[src/rtl/audio_interp_streamer_pkg.sv]
// Shared definitions for the audio interpolator and the NCO stage it feeds.
package audio_interp_streamer_pkg;

  localparam int DATA_W_DEF      = 32;
  localparam int ADDR_W_DEF      = 15;
  localparam int LAST_ADDR_DEF   = 30700;

  // Sample-rate plan: 25 MHz system clock, ~8 kHz audio, 16 sub-steps/sample.
  localparam int CLK_HZ          = 25_000_000;
  localparam int SAMPLE_HZ       = 8_000;
  localparam int SUB_LOG2_DEF    = 4;
  localparam int CLK_DIV_SUB_DEF = CLK_HZ / (SAMPLE_HZ << SUB_LOG2_DEF); // 195

  // Carrier tuning word for 7.1 MHz at 25 MHz: round(7.1e6 / 25e6 * 2^32).
  localparam logic [31:0] CARRIER_TW = 32'd1219770712;

  typedef enum logic [2:0] {
    ST_IDLE,
    ST_PRIME_CUR,
    ST_PRIME_NXT,
    ST_PRIME_DLT,
    ST_RUN
  } stream_state_e;

endpackage

[src/rtl/audio_interp_streamer_ramp.sv]
// interp_ramp: holds the current/next samples and per-step delta, and walks
// dev_o from cur toward nxt, snapping exactly onto nxt at each sample boundary.
module interp_ramp
  import audio_interp_streamer_pkg::*;
#(
  parameter int DATA_W   = DATA_W_DEF,
  parameter int SUB_LOG2 = SUB_LOG2_DEF
) (
  input  logic              clk_i,
  input  logic              rst_i,
  input  logic              clr_i,
  input  logic              load_cur_i,
  input  logic              load_nxt_i,
  input  logic              start_i,
  input  logic              step_i,
  input  logic              snap_i,
  input  logic [DATA_W-1:0] mem_data_i,
  output logic [DATA_W-1:0] dev_o,
  output logic              dev_valid_o
);

  logic [DATA_W-1:0]        cur_q, nxt_q, delta_q;
  logic signed [DATA_W:0]   diff_w;
  logic [DATA_W-1:0]        delta_w;

  // One extra bit keeps full-scale swings (e.g. min -> max) from overflowing;
  // the arithmetic shift floors toward -inf, and the result always fits DATA_W.
  assign diff_w  = $signed({nxt_q[DATA_W-1], nxt_q}) - $signed({cur_q[DATA_W-1], cur_q});
  assign delta_w = DATA_W'(diff_w >>> SUB_LOG2);

  // Sample registers, delta pipeline and the deviation accumulator.
  always_ff @(posedge clk_i or posedge rst_i) begin
    if (rst_i) begin
      cur_q       <= '0;
      nxt_q       <= '0;
      delta_q     <= '0;
      dev_o       <= '0;
      dev_valid_o <= 1'b0;
    end else if (clr_i) begin
      cur_q       <= '0;
      nxt_q       <= '0;
      delta_q     <= '0;
      dev_o       <= '0;
      dev_valid_o <= 1'b0;
    end else begin
      // Re-registered every cycle; settles one cycle after nxt is captured.
      delta_q <= delta_w;
      if (load_cur_i)  cur_q <= mem_data_i;
      else if (snap_i) cur_q <= nxt_q;
      if (load_nxt_i)  nxt_q <= mem_data_i;
      if (start_i) begin
        dev_o       <= cur_q;
        dev_valid_o <= 1'b1;
      end else if (snap_i) begin
        dev_o <= nxt_q;            // drop accumulated truncation error
      end else if (step_i) begin
        dev_o <= dev_o + delta_q;  // wraps modulo 2^DATA_W
      end
    end
  end

endmodule

[src/rtl/audio_interp_streamer.sv]
// audio_interp_streamer: sequences the external sample memory and drives an
// linearly interpolated deviation word into the NCO phase adder.
module audio_interp_streamer
  import audio_interp_streamer_pkg::*;
#(
  parameter int DATA_W      = DATA_W_DEF,
  parameter int ADDR_W      = ADDR_W_DEF,
  parameter int LAST_ADDR   = LAST_ADDR_DEF,
  parameter int CLK_DIV_SUB = CLK_DIV_SUB_DEF,
  parameter int SUB_LOG2    = SUB_LOG2_DEF
) (
  input  logic              clk_i,
  input  logic              rst_i,
  input  logic              enable_i,
  output logic [ADDR_W-1:0] mem_addr_o,
  input  logic [DATA_W-1:0] mem_data_i,
  output logic [DATA_W-1:0] dev_o,
  output logic              dev_valid_o,
  output logic              sample_tick_o,
  output logic              wrap_o,
  output logic              led_o
);

  localparam int                SUB_W     = $clog2(CLK_DIV_SUB);
  localparam logic [SUB_W-1:0]  SUB_MAX   = SUB_W'(CLK_DIV_SUB - 1);
  localparam logic [SUB_LOG2-1:0] STEP_MAX = '1;
  localparam logic [ADDR_W-1:0] ADDR_LAST = ADDR_W'(LAST_ADDR);

  stream_state_e       state_q, state_d;
  logic [SUB_W-1:0]    sub_q;
  logic [SUB_LOG2-1:0] step_q;
  logic [ADDR_W-1:0]   addr_q;
  logic [1:0]          fetch_pipe;   // [0]: address issued, [1]: data on the bus
  logic                tick_q, wrap_q;

  logic clr, load_cur, load_nxt, start, sub_tick, step, snap;

  // State register.
  always_ff @(posedge clk_i or posedge rst_i) begin
    if (rst_i) state_q <= ST_IDLE;
    else       state_q <= state_d;
  end

  // Next state: prime three cycles, then run until enable drops.
  always_comb begin
    state_d = state_q;
    if (!enable_i) begin
      state_d = ST_IDLE;
    end else begin
      case (state_q)
        ST_IDLE:      state_d = ST_PRIME_CUR;
        ST_PRIME_CUR: state_d = ST_PRIME_NXT;
        ST_PRIME_NXT: state_d = ST_PRIME_DLT;
        ST_PRIME_DLT: state_d = ST_RUN;
        ST_RUN:       state_d = ST_RUN;
        default:      state_d = ST_IDLE;
      endcase
    end
  end

  // Control strobes decoded from state and counters.
  always_comb begin
    clr      = ~enable_i;
    load_cur = 1'b0;
    load_nxt = fetch_pipe[1];
    start    = 1'b0;
    sub_tick = 1'b0;
    case (state_q)
      ST_PRIME_NXT: load_cur = 1'b1;
      ST_PRIME_DLT: begin
        load_nxt = 1'b1;
        start    = 1'b1;
      end
      ST_RUN:       sub_tick = (sub_q == SUB_MAX);
      default:      ;
    endcase
    step = sub_tick & (step_q != STEP_MAX);
    snap = sub_tick & (step_q == STEP_MAX);
  end

  // Sub-step/step counters, fetch address and the one-cycle pulses.
  always_ff @(posedge clk_i or posedge rst_i) begin
    if (rst_i) begin
      sub_q      <= '0;
      step_q     <= '0;
      addr_q     <= '0;
      fetch_pipe <= '0;
      tick_q     <= 1'b0;
      wrap_q     <= 1'b0;
    end else if (!enable_i) begin
      sub_q      <= '0;
      step_q     <= '0;
      addr_q     <= '0;
      fetch_pipe <= '0;
      tick_q     <= 1'b0;
      wrap_q     <= 1'b0;
    end else begin
      fetch_pipe <= {fetch_pipe[0], snap};
      tick_q     <= snap;
      wrap_q     <= snap & (addr_q == ADDR_LAST);
      if (state_q == ST_PRIME_CUR) addr_q <= ADDR_W'(1);
      else if (snap)               addr_q <= (addr_q == ADDR_LAST) ? '0 : addr_q + 1'b1;
      if (state_q == ST_RUN)       sub_q  <= sub_tick ? '0 : sub_q + 1'b1;
      if (step)                    step_q <= step_q + 1'b1;
      else if (snap)               step_q <= '0;
    end
  end

  interp_ramp #(
    .DATA_W   (DATA_W),
    .SUB_LOG2 (SUB_LOG2)
  ) u_ramp (
    .clk_i       (clk_i),
    .rst_i       (rst_i),
    .clr_i       (clr),
    .load_cur_i  (load_cur),
    .load_nxt_i  (load_nxt),
    .start_i     (start),
    .step_i      (step),
    .snap_i      (snap),
    .mem_data_i  (mem_data_i),
    .dev_o       (dev_o),
    .dev_valid_o (dev_valid_o)
  );

  assign mem_addr_o    = addr_q;
  assign sample_tick_o = tick_q;
  assign wrap_o        = wrap_q;
  assign led_o         = addr_q[ADDR_W-1];

endmodule

[config.mk]
export PLATFORM = sky130hd
export DESIGN_NAME = audio_interp_streamer
export DESIGN_NICKNAME = d
export VERILOG_FILES = /design/src/rtl/audio_interp_streamer_pkg.sv /design/src/rtl/audio_interp_streamer_ramp.sv /design/src/rtl/audio_interp_streamer.sv
export SDC_FILE = /design/constraint.sdc
export NUM_CORES = 1
export LEC_CHECK = 0
export ABC_AREA = 1
export BUFFER_PORTS_ARGS = -buffer_cell sky130_fd_sc_hd__buf_2
export CELL_PAD_IN_SITES_DETAIL_PLACEMENT = 0
export CELL_PAD_IN_SITES_GLOBAL_PLACEMENT = 1
export CORE_AREA = 3 3 224 138
export DETAILED_ROUTE_END_ITERATION = 10
export DIE_AREA = 0 0 227 141
export HOLD_SLACK_MARGIN = 0.05
export PLACE_DENSITY = 0.73
export SYNTH_ARGS = -nofsm -noshare
export SYNTH_HDL_FRONTEND = slang
export SYNTH_HIERARCHICAL = 1
export SYNTH_SLANG_ARGS = --single-unit
[constraint.sdc]
create_clock -name clk_i -period 4.9 [get_ports clk_i]
set_input_delay 0.49 -clock clk_i [delete_from_list [all_inputs] [get_ports clk_i]]
set_output_delay 0.49 -clock clk_i [all_outputs]
set_load 0.02 [all_outputs]
==> flow_summary.ini <==
[yosys]
synth.net_count = 1859
ys_ff_latch = 159
synthCells = 1756
synth_edf_count = 0
synth.top_cells.by_count = nand2_1, inv_1, a21oi_1, dfrtp_1, nor2_1
yosysTopAreaCell = dfrtp_1
synth_ff_type = dfrtp_1
synth_area_leaders = dfrtp_1, nand2_1, inv_1, a21oi_1, ha_1
yosysUniqueCellTypes = 41
async_flop_share = 1.00
yosysWarningCount = 6
yosysSeqAreaShare = 0.343
netlist_area_sq_mm = 0.0116
synth.top_cell.area_share = 0.343
yosysMostFrequentCell = nand2_1
syn_area_per_cell_sq_um = 6.60

[final_layout]
regArea_sq_mm = 0.00398
fillers = 2996
drive_gt1_frac = 0.0840
fin_util = 0.450
diodes = 0
final_nets = 1923
finish.instance_area_sq_mm = 0.0130
multi_input_area_sq_mm = 0.00633
area_delta_synth_final_pct = 11.8
final-instance-count-excl-fill = 2208

[worst_setup_path]
crit_arrival_ns = 3.65
startpoint_type = register
cp.depth = 13
path_delay_family = buffers and inverters
r2r_slack_ns = 1.60
crit_fanout = 47
criticalPathCategory = reg -> reg
required_ns = 5.25
path_buf_inv = 6
r2r_cells = 13
cpPeakStageDelay_ns = 0.46
cp-end-kind = register
path_cells = inv_1, ha_1, nand2_1, nor2_2, nand4_4, inv_1, buf_4, inv_1, nand2_1, buf_4, nand2_1, buf_4, o22ai_1
cp_slowest_cell = inv_1

[sta]
max_freq_ghz = 0.303
setup_ws_ns = 1.60
slew_violations = 0
max-slew-margin-rel = 0.324
final-setup-viol-count = 0
whs_ns = 0.151
rsz0062_at_grt = false
finalSetupTns_ns = 0
fin_skew_ns = 0.0139
timing.final.crit_period_ns = 3.30
tightest_slew_ns = 1.01
hold_viol = 0
finalCritPeriodShare = 0.672

[floorplan]
fp.dieH_um = 141
core_sq_mm = 0.0288
io_pins = 86
placementRows = 48
die_x_um = 227
fp.dieArea_sq_mm = 0.0320
start_util = 0.403

[place]
finalWeightedCongestion = 0.936
dp_hpwl_um = 31800
dp.cells = 2176
postPlaceCellArea_sq_mm = 0.0124
port_buffers = 85
place_ws_ns = 1.60

[detailed_routing]
vias = 11500
wire_per_inst_um = 18.2
via_per_inst = 5.22
drc = 0
finalWirelength_um = 40100
drt_iter0_markers = 1124
dr.pass1.iters = 6
drt.antenna.violating_nets = 0

[global_routing]
grt_max_degree = 67
overflow = 0
antenna_found_initial = 2
grtUsageTotal = 0.255
grt_pass1_wl_um = 62100
grt_pass1_vias = 10400

[outcome]
status = finished clean

[clock_network]
cts.sinks = 159
clkSlewWorstSetupHoldPaths_ns = 0.07
cts.repair.resized = 0
clock_latency_ns = 0.45
cts_max_path_buffers = 2
cts.htree.levels = 4
cts_setup_buffers = 0
cts_buffers = 17
cts_tree = built
root_buffer = clkbuf_16
cts_hold_buffers = 0

[power]
peakVddDrop_mv = 0.269
p_per_area_mw_per_mm2 = 454
leakage_nw = 7.24
total_power_mw = 5.88

[worst_hold_path]
worstHoldPathType = in -> async

[job]
cap_violations = 0
-- cell type report --
class                      count  share of cell area
timing repair buffer          95              0.0386
tap                          375              0.0362
clock buffer                  17              0.0328
sequential                   159               0.307
multi-input combinational   1262               0.489
clock inverter                15              0.0135
inverter                     285              0.0828
-- registers in the layout, summed over array words and instances, names as in the netlist --
signal	flops
fetch_pipe	1
mem_addr_o	15
sample_tick_o	1
state_q	3
step_q	4
sub_q	8
u_ramp/cur_q	32
u_ramp/delta_q	29
u_ramp/dev_o	32
u_ramp/dev_valid_o	1
u_ramp/nxt_q	32
wrap_o	1
-- worst reg2reg max path: cells and delay by family, from the launching register on --
| kind | cells | cell delay (ns) |
|---|---|---|
| compound gates | 1 | 0.19 |
| fa+ha+maj | 1 | 0.14 |
| buf+inv | 6 | 1.74 |
| flops | 1 | 0.41 |
| simple gates | 5 | 0.72 |
-- path summary, 6_finish.rpt --
check | startpoint | end
worst max-delay path | sub_q[0] | u_ramp/cur_q[13]
worst max register to register | sub_q[0] | u_ramp/cur_q[13]
worst min register to register | sample_tick_o | fetch_pipe[1]
min in group clk_i | mem_data_i[3] | u_ramp/nxt_q[3]
max in group asynchronous | rst_i | u_ramp/nxt_q[26]
worst min-delay path | rst_i | u_ramp/nxt_q[6]
-- kinds of logic (layout without fill, tap and decap cells) --
family	after synthesis	in the layout	synth area share
simple gates	835	835	0.297
compound gates	341	341	0.161
buf+inv	335	412	0.111
flops	159	159	0.343
fa+ha+maj	68	68	0.0741
xor+xnor	18	18	0.0136
-- power by group --
| group | switching [mW] | internal, mW | leakage, nW |
|---|---|---|---|
| Sequential | 0.224 | 1.52 | 2.15 |
| Combinational | 1.90 | 0.859 | 4.80 |
| Clock | 0.613 | 0.769 | 0.289 |
-- placed cells by master (no fill, tap or decap), drive strengths merged --
master,n
nand2,516
inv,292
a21oi,170
nor2,161
dfrtp,159
nand3,115
o21ai,96
buf,95
ha,67
o22ai,34
nor3,18
clkbuf,17
o21bai,14
xor2,10
nand4,10
xnor2,8
o211ai,7
nand3b,6
a21o,6
o2111ai,5
or2,4
nor4,4
o21a,3
clkinvlp,3
a31oi,3
a21boi,3
clkinv,3
bufinv,2
nor3b,1
fa,1
-- metal layers --
metal,global-route usage,vias up,part of all wire
li1,-,5770,-
met1,0.461,5389,0.58
met2,0.291,338,0.33
met3,0.0539,21,0.077
met4,0.0363,2,0.0052
met5,0,-,0.00042
No activity file was read; power rests on OpenSTA's default activity.
